<file path="config.mk">
export PLATFORM = sky130hd
export DESIGN_NAME = ddr2_sys_ddr2_dmaster_st_arbiter
export DESIGN_NICKNAME = d
export VERILOG_FILES = /design/src/rtl/ddr2_sys_ddr2_dmaster_st_arbiter_pkg.sv /design/src/rtl/ddr2_sys_ddr2_dmaster_rr_pick.sv /design/src/rtl/ddr2_sys_ddr2_dmaster_st_arbiter.sv
export SDC_FILE = /design/constraint.sdc
export NUM_CORES = 1
export LEC_CHECK = 0
export ABC_AREA = 1
export CAP_MARGIN = 10
export CORE_MARGIN = 2
export CORE_UTILIZATION = 43
export DETAILED_ROUTE_END_ITERATION = 10
export GPL_TIMING_DRIVEN = 0
export PLACE_DENSITY_LB_ADDON = 0.2
export SYNTH_ARGS = -nofsm -noshare
export SYNTH_HDL_FRONTEND = slang
export SYNTH_SLANG_ARGS = --single-unit
export TNS_END_PERCENT = 10
</file>
<file path="constraint.sdc">
create_clock -name clk -period 2.94 [get_ports clk]
set_clock_uncertainty 0.2 [all_clocks]
set_input_delay 0.735 -clock clk [delete_from_list [all_inputs] [get_ports clk]]
set_output_delay 0.735 -clock clk [all_outputs]
set_load 0.1 [all_outputs]
</file>
<file path="src/rtl/ddr2_sys_ddr2_dmaster_st_arbiter_pkg.sv">
// Shared definitions for the dmaster Avalon-ST arbiters: controller state
// encoding and the channel-tag width derivation.
package ddr2_sys_ddr2_dmaster_st_arbiter_pkg;

   typedef enum logic {
      ST_IDLE   = 1'b0,
      ST_LOCKED = 1'b1
   } arb_state_t;

   // Channel tag width: max(1, clog2(n)).
   function automatic int chan_w(input int n);
      int w;
      w = 1;
      while ((1 << w) < n) w++;
      return w;
   endfunction

endpackage

</file>
<file path="src/rtl/ddr2_sys_ddr2_dmaster_rr_pick.sv">
// Combinational round-robin pick: first set request found searching upward
// from ptr with wrap-around. ptr must be below N.
module ddr2_sys_ddr2_dmaster_rr_pick #(
   parameter int N     = 2,
   parameter int PTR_W = 1
) (
   input  logic [N-1:0]     req,
   input  logic [PTR_W-1:0] ptr,
   output logic             found,
   output logic [PTR_W-1:0] winner
);

   logic [2*N-1:0] dbl;
   logic [N-1:0]   rot;
   int             sum;

   // Rotating the doubled vector puts the search start at bit 0.
   assign dbl = {req, req} >> ptr;
   assign rot = dbl[N-1:0];

   always_comb begin
      found  = 1'b0;
      winner = '0;
      sum    = 0;
      for (int j = 0; j < N; j++) begin
         if (!found && rot[j]) begin
            found = 1'b1;
            sum   = int'(ptr) + j;
            if (sum >= N) sum = sum - N;
            winner = PTR_W'(sum);
         end
      end
   end

endmodule

</file>
<file path="src/rtl/ddr2_sys_ddr2_dmaster_st_arbiter.sv">
// Packet-aware round-robin arbiter merging NUM_IN byte streams into the
// single dmaster byte stream through one registered output stage.
module ddr2_sys_ddr2_dmaster_st_arbiter
   import ddr2_sys_ddr2_dmaster_st_arbiter_pkg::*;
#(
   parameter int NUM_IN = 2,
   parameter int CHAN_W = chan_w(NUM_IN)
) (
   input  logic                clk,
   input  logic                reset_n,
   input  logic [NUM_IN-1:0]   in_valid,
   input  logic [8*NUM_IN-1:0] in_data,
   input  logic [NUM_IN-1:0]   in_sop,
   input  logic [NUM_IN-1:0]   in_eop,
   output logic [NUM_IN-1:0]   in_ready,
   output logic                out_valid,
   output logic [7:0]          out_data,
   output logic                out_sop,
   output logic                out_eop,
   output logic [CHAN_W-1:0]   out_channel,
   input  logic                out_ready,
   output logic                proto_err,
   output logic                dbg_state
);

   // Handshake: a beat moves on a clock edge where valid and ready are both
   // high; valid never waits on ready, and a source holds its beat until taken.

   arb_state_t              state, state_nxt;
   logic [CHAN_W-1:0]       grant, grant_nxt;
   logic [CHAN_W-1:0]       rr_ptr, rr_ptr_nxt;
   logic                    first_beat, first_beat_nxt;
   logic                    err_set;
   logic                    found;
   logic [CHAN_W-1:0]       winner;
   logic                    g_valid, g_sop, g_eop;
   logic [7:0]              g_data;
   logic [NUM_IN-1:0]       gsel;
   logic                    can_load;
   logic                    xfer;

   ddr2_sys_ddr2_dmaster_rr_pick #(
      .N     (NUM_IN),
      .PTR_W (CHAN_W)
   ) u_pick (
      .req    (in_valid & in_sop),
      .ptr    (rr_ptr),
      .found  (found),
      .winner (winner)
   );

   always_comb begin
      g_valid = 1'b0;
      g_sop   = 1'b0;
      g_eop   = 1'b0;
      g_data  = '0;
      gsel    = '0;
      for (int i = 0; i < NUM_IN; i++) begin
         if (grant == CHAN_W'(i)) begin
            g_valid = in_valid[i];
            g_sop   = in_sop[i];
            g_eop   = in_eop[i];
            g_data  = in_data[8*i +: 8];
            gsel[i] = 1'b1;
         end
      end
   end

   // The output register can take a beat when empty or draining this cycle.
   assign can_load  = !out_valid || out_ready;
   assign in_ready  = (state == ST_LOCKED && can_load) ? gsel : '0;
   assign xfer      = (state == ST_LOCKED) && g_valid && can_load;
   assign dbg_state = state;

   always_comb begin
      state_nxt      = state;
      grant_nxt      = grant;
      rr_ptr_nxt     = rr_ptr;
      first_beat_nxt = first_beat;
      err_set        = 1'b0;
      case (state)
         ST_IDLE: begin
            if (|(in_valid & ~in_sop)) err_set = 1'b1;
            if (found) begin
               state_nxt      = ST_LOCKED;
               grant_nxt      = winner;
               first_beat_nxt = 1'b1;
            end
         end
         ST_LOCKED: begin
            if (xfer) begin
               first_beat_nxt = 1'b0;
               if (g_sop && !first_beat) err_set = 1'b1;
               if (g_eop) begin
                  state_nxt  = ST_IDLE;
                  rr_ptr_nxt = (grant == CHAN_W'(NUM_IN-1)) ? '0 : grant + CHAN_W'(1);
               end
            end
         end
         default: state_nxt = ST_IDLE;
      endcase
   end

   always_ff @(posedge clk or negedge reset_n) begin
      if (!reset_n) begin
         state      <= ST_IDLE;
         grant      <= '0;
         rr_ptr     <= '0;
         first_beat <= 1'b0;
         proto_err  <= 1'b0;
      end else begin
         state      <= state_nxt;
         grant      <= grant_nxt;
         rr_ptr     <= rr_ptr_nxt;
         first_beat <= first_beat_nxt;
         proto_err  <= proto_err | err_set;
      end
   end

   always_ff @(posedge clk or negedge reset_n) begin
      if (!reset_n) begin
         out_valid   <= 1'b0;
         out_data    <= '0;
         out_sop     <= 1'b0;
         out_eop     <= 1'b0;
         out_channel <= '0;
      end else if (xfer) begin
         out_valid   <= 1'b1;
         out_data    <= g_data;
         out_sop     <= g_sop;
         out_eop     <= g_eop;
         out_channel <= grant;
      end else if (out_ready) begin
         out_valid   <= 1'b0;
      end
   end

endmodule

</file>
==> metrics.csv, run 1 <==
metric,value,unit
outcome,completed,
final_hold_viol_count,0,
fmax,350,MHz
hp-start,out_eop$_DFFE_PN0P_,
drtPass1Iterations,5,
r2r-start,grant$_DFFE_PN0P_,
fin_crit,2860,ps
port_buffers,40,
cts_root_buf,clkbuf_4,
syn_inst,105,
dpl.hpwl,1.67,mm
fin_nets,175,
syn_area_per_cell,8.46,sq um
die_h,49.5,microns
grt_pass1_vias,776,
postRouteAntennaNets,0,
startpoint_type,primary input,
routedWlPerCell,12.2,microns
cp_max_fo,5,
drt_wl_total,2.15,mm
core-area,1960,sq um
grt_pass1_wl,3.59,mm
rows,16,
critical_path_required,2010,ps
yosysWarnings,0,
met2_usage,34.2,%
worstPathArrival,1920,ps
synth_fp_nets,130,
drc,0,
final_common_cell,clkdlybuf4s50_1,
synth_area,888,sq um
h-tree-depth,1,
die_area,2450,sq um
clk_latency,290,ps
initial_core_util,45.3,%
hold_path_class,reg2reg,
cts.sinks,17,
vias,832,
ys_types,17,
antenna_found_initial,0,
seq_area_frac_synth,47.9,%
cts_buffers,3,
use_met1,23.3,%
cts_setup_buffers,0,
cap_violations,0,
cts_buffer_depth,2,
vias_per_cell,4.73,
layout_common_cells,"clkdlybuf4s50_1, nand2_1, dfrtp_1",
crit_start,out_ready,
fp.dieW,49.5,microns
grt_start_max_net_pins,18,
timing.slew.headroom,34.7,%
path_class,in2out,
area_growth,52.7,%
hold-worst-slack,280,ps
gr-usage-all-layers,19.7,%
clk_pin_slew,90,ps
place_congestion,0.840,
diodes,0,
busiest_layer,met2,
rsz0062_at_grt,false,
num_io_pins,41,
cp-end-kind,output port,
drive_gt1_share,23.5,%
grt-ovfl-total,0,
grt_util_met3,3.64,%
ys_ff_latch,17,
maxSlewViolCount,0,
setup_viol,0,
fin_crit_sh,97.2,%
tightest_slew,977,ps
drt_iter0_markers,14,
cts_tree,built,
[cell families after synthesis]
group                  count (synthesis)  share of synthesized area [%]
AOI/OAI and AO/OA                     20                           16.8
buffers and inverters                 10                           6.48
DFF                                   17                           47.9
and+or+nand+nor                       58                           28.9
[flip-flops by register name (all words and copies together) (netlist names)]
name	flops
out_data	8
dbg_state	1
first_beat	1
grant	1
out_channel	1
out_eop	1
out_sop	1
out_valid	1
proto_err	1
rr_ptr	1
[worst max-delay path, stage by stage]
cell and delay, ps:
clkdlybuf4s50_1 460, inv_1 70, a21oi_4 220, inv_1 110, nor2_2 100, buf_6 230
[per-stage QoR]
stage / TNS [ps] / instance area, sq um / setup slack [ps] / instances / util, %
floorplan: -384 / 893 / -192 / 105 / -
global route: 0 / 1360 / 16.2 / 176 / 69.1
finish: 0 / 1360 / 81.3 / 176 / 69.1
detailed placement: -1580 / 1330 / -793 / 172 / 67.7
CTS: 0 / 1350 / 47.1 / 176 / 68.8
global placement: -1560 / 1330 / -781 / 172 / 67.7
[metal layers]
metal | vias to the layer above | share of wire (%)
met1 | 373 | 42
li1 | 420 | -
met2 | 34 | 50
met5 | - | 0
met4 | 0 | 2.0
met3 | 5 | 6.1
[worst paths after layout]
check                                     endpoint  slack [ps]  cells past startpoint
min in group asynchronous    out_valid$_DFFE_PN0P_         680                      1
max                                    in_ready[1]          80                      6
min                            out_eop$_DFFE_PN0P_         280                      2
min reg2reg                    out_eop$_DFFE_PN0P_         280                      2
max reg2reg                out_data[0]$_DFFE_PN0P_        1520                      4
max in group asynchronous      dbg_state$_DFF_PN0_        1380                      1
[cells in the mapped netlist]
cell type | count | area share, %
a21oi_4 | 1 | 1.8
buf_2 | 1 | 0.56
buf_4 | 1 | 0.85
buf_6 | 2 | 2.5
dfrtp_1 | 17 | 48
inv_1 | 4 | 1.7
inv_2 | 2 | 0.85
nand2_1 | 37 | 16
nand2_2 | 2 | 1.4
nand2_4 | 1 | 1.3
nand3_1 | 3 | 1.7
nand4_1 | 1 | 0.70
nor2_1 | 6 | 2.5
o21ai_0 | 7 | 3.9
o21ai_1 | 2 | 1.1
o21ai_2 | 10 | 9.9
or2_2 | 8 | 5.6
[layout make-up]
class / count / area, sq um
multi-input combinational: 78 / 410
clock buffer: 4 / 26.3
sequential: 17 / 425
timing repair buffer: 40 / 403
tap: 27 / 33.8
inverter: 6 / 22.5
buffer: 4 / 35.0
fill: 178 / 606
[what timing repair did]
item	4_1_cts	5_1_grt
hold buffers	0	0
pin swaps	0	0
endpoints found under the hold margin	0	0
gates resized for setup	12	2
gates cloned	0	0
setup endpoints to repair	2	2
Power of run 1 is not shown: default switching activity piles up to over one toggle a cycle in this logic, so the estimate is an artifact.
==> run 2, diff against run 1 <==
CORE_MARGIN = default   (was 2)
==> run 2 against run 1 <==
Compared with the run above: via count grew 2.0%; global-route usage about the same; die area down 7.9%; utilization rose by 0.52 points; hold slack barely moved; critical path depth unchanged; register-to-register slack worse by 20 ps; critical endpoint unchanged; fmax decreased by 0.68%; setup slack worse by 19 ps; first-iteration DRC count unchanged; non-clock buffer count is the same.
==> metrics.csv, run 2 (same netlist as run 1, synthesis figures left out) <==
metric,value,unit,change
critical_path_required,2010,ps,about the same
final_hold_viol_count,0,,unchanged
r2r-start,grant$_DFFE_PN0P_,,
dpl.hpwl,1.56,mm,-6.4%
grt_pass1_vias,730,,-5.9%
r2r_cells,4,,unchanged
cts_buffers,3,,unchanged
num_io_pins,41,,unchanged
clk_latency,290,ps,about the same
grt_pass1_wl,3.05,mm,-15%
largest_reg_flops,8,,unchanged
fmax,347,MHz,-0.68%
cts_root_buf,clkbuf_4,,
postRouteAntennaNets,0,,unchanged
grt-ovfl-total,0,,unchanged
antenna_found_initial,0,,unchanged
drtPass1Iterations,6,,+1
maxSlewViolCount,0,,unchanged
cap_violations,0,,unchanged
min_path_cells,2,,unchanged
drc,0,,unchanged
crit_start,out_ready,,
startpoint_type,primary input,,
rsz0062_at_grt,false,,
cp_max_fo,5,,unchanged
initial_core_util,45.7,%,+0.47 points
cts_setup_buffers,0,,unchanged
diodes,0,,unchanged
setup_viol,0,,unchanged
layout_common_cells,"clkdlybuf4s50_1, nand2_1, dfrtp_1",,
endpoint,in_ready[1],,
drive_gt1_share,23.5,%,unchanged
worstPathArrival,1940,ps,+20 ps
timing.slew.headroom,34.4,%,-0.29 points
die_area,2250,sq um,-7.9%
drt_wl_total,2.04,mm,-5.1%
rows,16,,unchanged
clk_pin_slew,100,ps,about the same
outcome,completed,,
h-tree-depth,1,,unchanged
path_class,in2out,,
drt_iter0_markers,14,,unchanged
cts.sinks,17,,unchanged
final_common_cell,clkdlybuf4s50_1,,
fin_crit_sh,97.9,%,+0.66 points
fin_crit,2880,ps,+19.4 ps
gr-usage-all-layers,19.7,%,about the same
cp-end-kind,output port,,
port_buffers,40,,unchanged
hold_path_class,reg2reg,,
area_growth,52.3,%,
die_h,47.5,microns,-4.0%
place_congestion,0.762,,-9.3%
regMostFlops,out_data,,
ff2ff_setup_slack,1500,ps,-20 ps
core-area,1940,sq um,-1.0%
tightest_slew,981,ps,+4.32 ps
vias_per_cell,4.82,,+2.0%
cts_tree,built,,
rr_endpoint,out_data[1]$_DFFE_PN0P_,,
routedWlPerCell,11.6,microns,-5.1%
vias,849,,+2.0%
grt_start_max_net_pins,18,,unchanged
fp.dieW,47.5,microns,-4.0%
fin_nets,175,,unchanged
cts_buffer_depth,2,,unchanged
fin_util,69.7,%,+0.52 points
==> run 2: worst min-delay path by stage <==
stage,slack [ps],endpoint,startpoint
4_1_cts,290,out_eop$_DFFE_PN0P_,out_eop$_DFFE_PN0P_
2_1_floorplan,240,dbg_state$_DFF_PN0_,reset_n
3_5_place_dp,260,out_eop$_DFFE_PN0P_,out_eop$_DFFE_PN0P_
6_report,280,out_sop$_DFFE_PN0P_,out_sop$_DFFE_PN0P_
5_1_grt,310,rr_ptr$_DFFE_PN0P_,rr_ptr$_DFFE_PN0P_
3_3_place_gp,250,out_eop$_DFFE_PN0P_,out_eop$_DFFE_PN0P_
==> run 2: what timing repair did <==
item                       in CTS  in global routing
setup endpoints to repair       2                  1
hold buffers                    0                  0
resized for setup              12                  1
==> run 2: routing by layer <==
metal,wire [microns],GRT usage [%]
met2,981,32.3
met3,103,2.64
met5,0,0
met1,911,24.6
met4,42,12.0
==> run 2: cell type report <==
type                            instances  area [sq um]
Clock buffer                            4          26.3
Multi-Input combinational cell         78           410
Tap cell                               27          33.8
Sequential cell                        17           425
Buffer                                  4          35.0
Inverter                                6          22.5
Fill cell                             163           589
Timing Repair Buffer                   40           399
==> run 2: critical path, stage by stage <==
cell	delay, ps
clkdlybuf4s50_1	460
inv_1	70
a21oi_4	200
inv_1	110
nor2_2	80
buf_4	290
==> run 2: through the flow <==
| step | instance area, sq um | std cells | hold WS, ps | worst slack [ps] | setup TNS [ps] |
|---|---|---|---|---|---|
| 5_1_grt | 1350 | 176 | 310 | 6.91 | 0 |
| 4_1_cts | 1350 | 176 | 285 | 25.3 | 0 |
| 3_5_place_dp | 1330 | 172 | 262 | -777 | -1550 |
| 2_1_floorplan | 893 | 105 | 239 | -192 | -384 |
| 3_3_place_gp | 1330 | 172 | 254 | -763 | -1530 |
| 6_report | 1350 | 176 | 281 | 61.9 | 0 |
Power of run 2 is left out for the same reason.
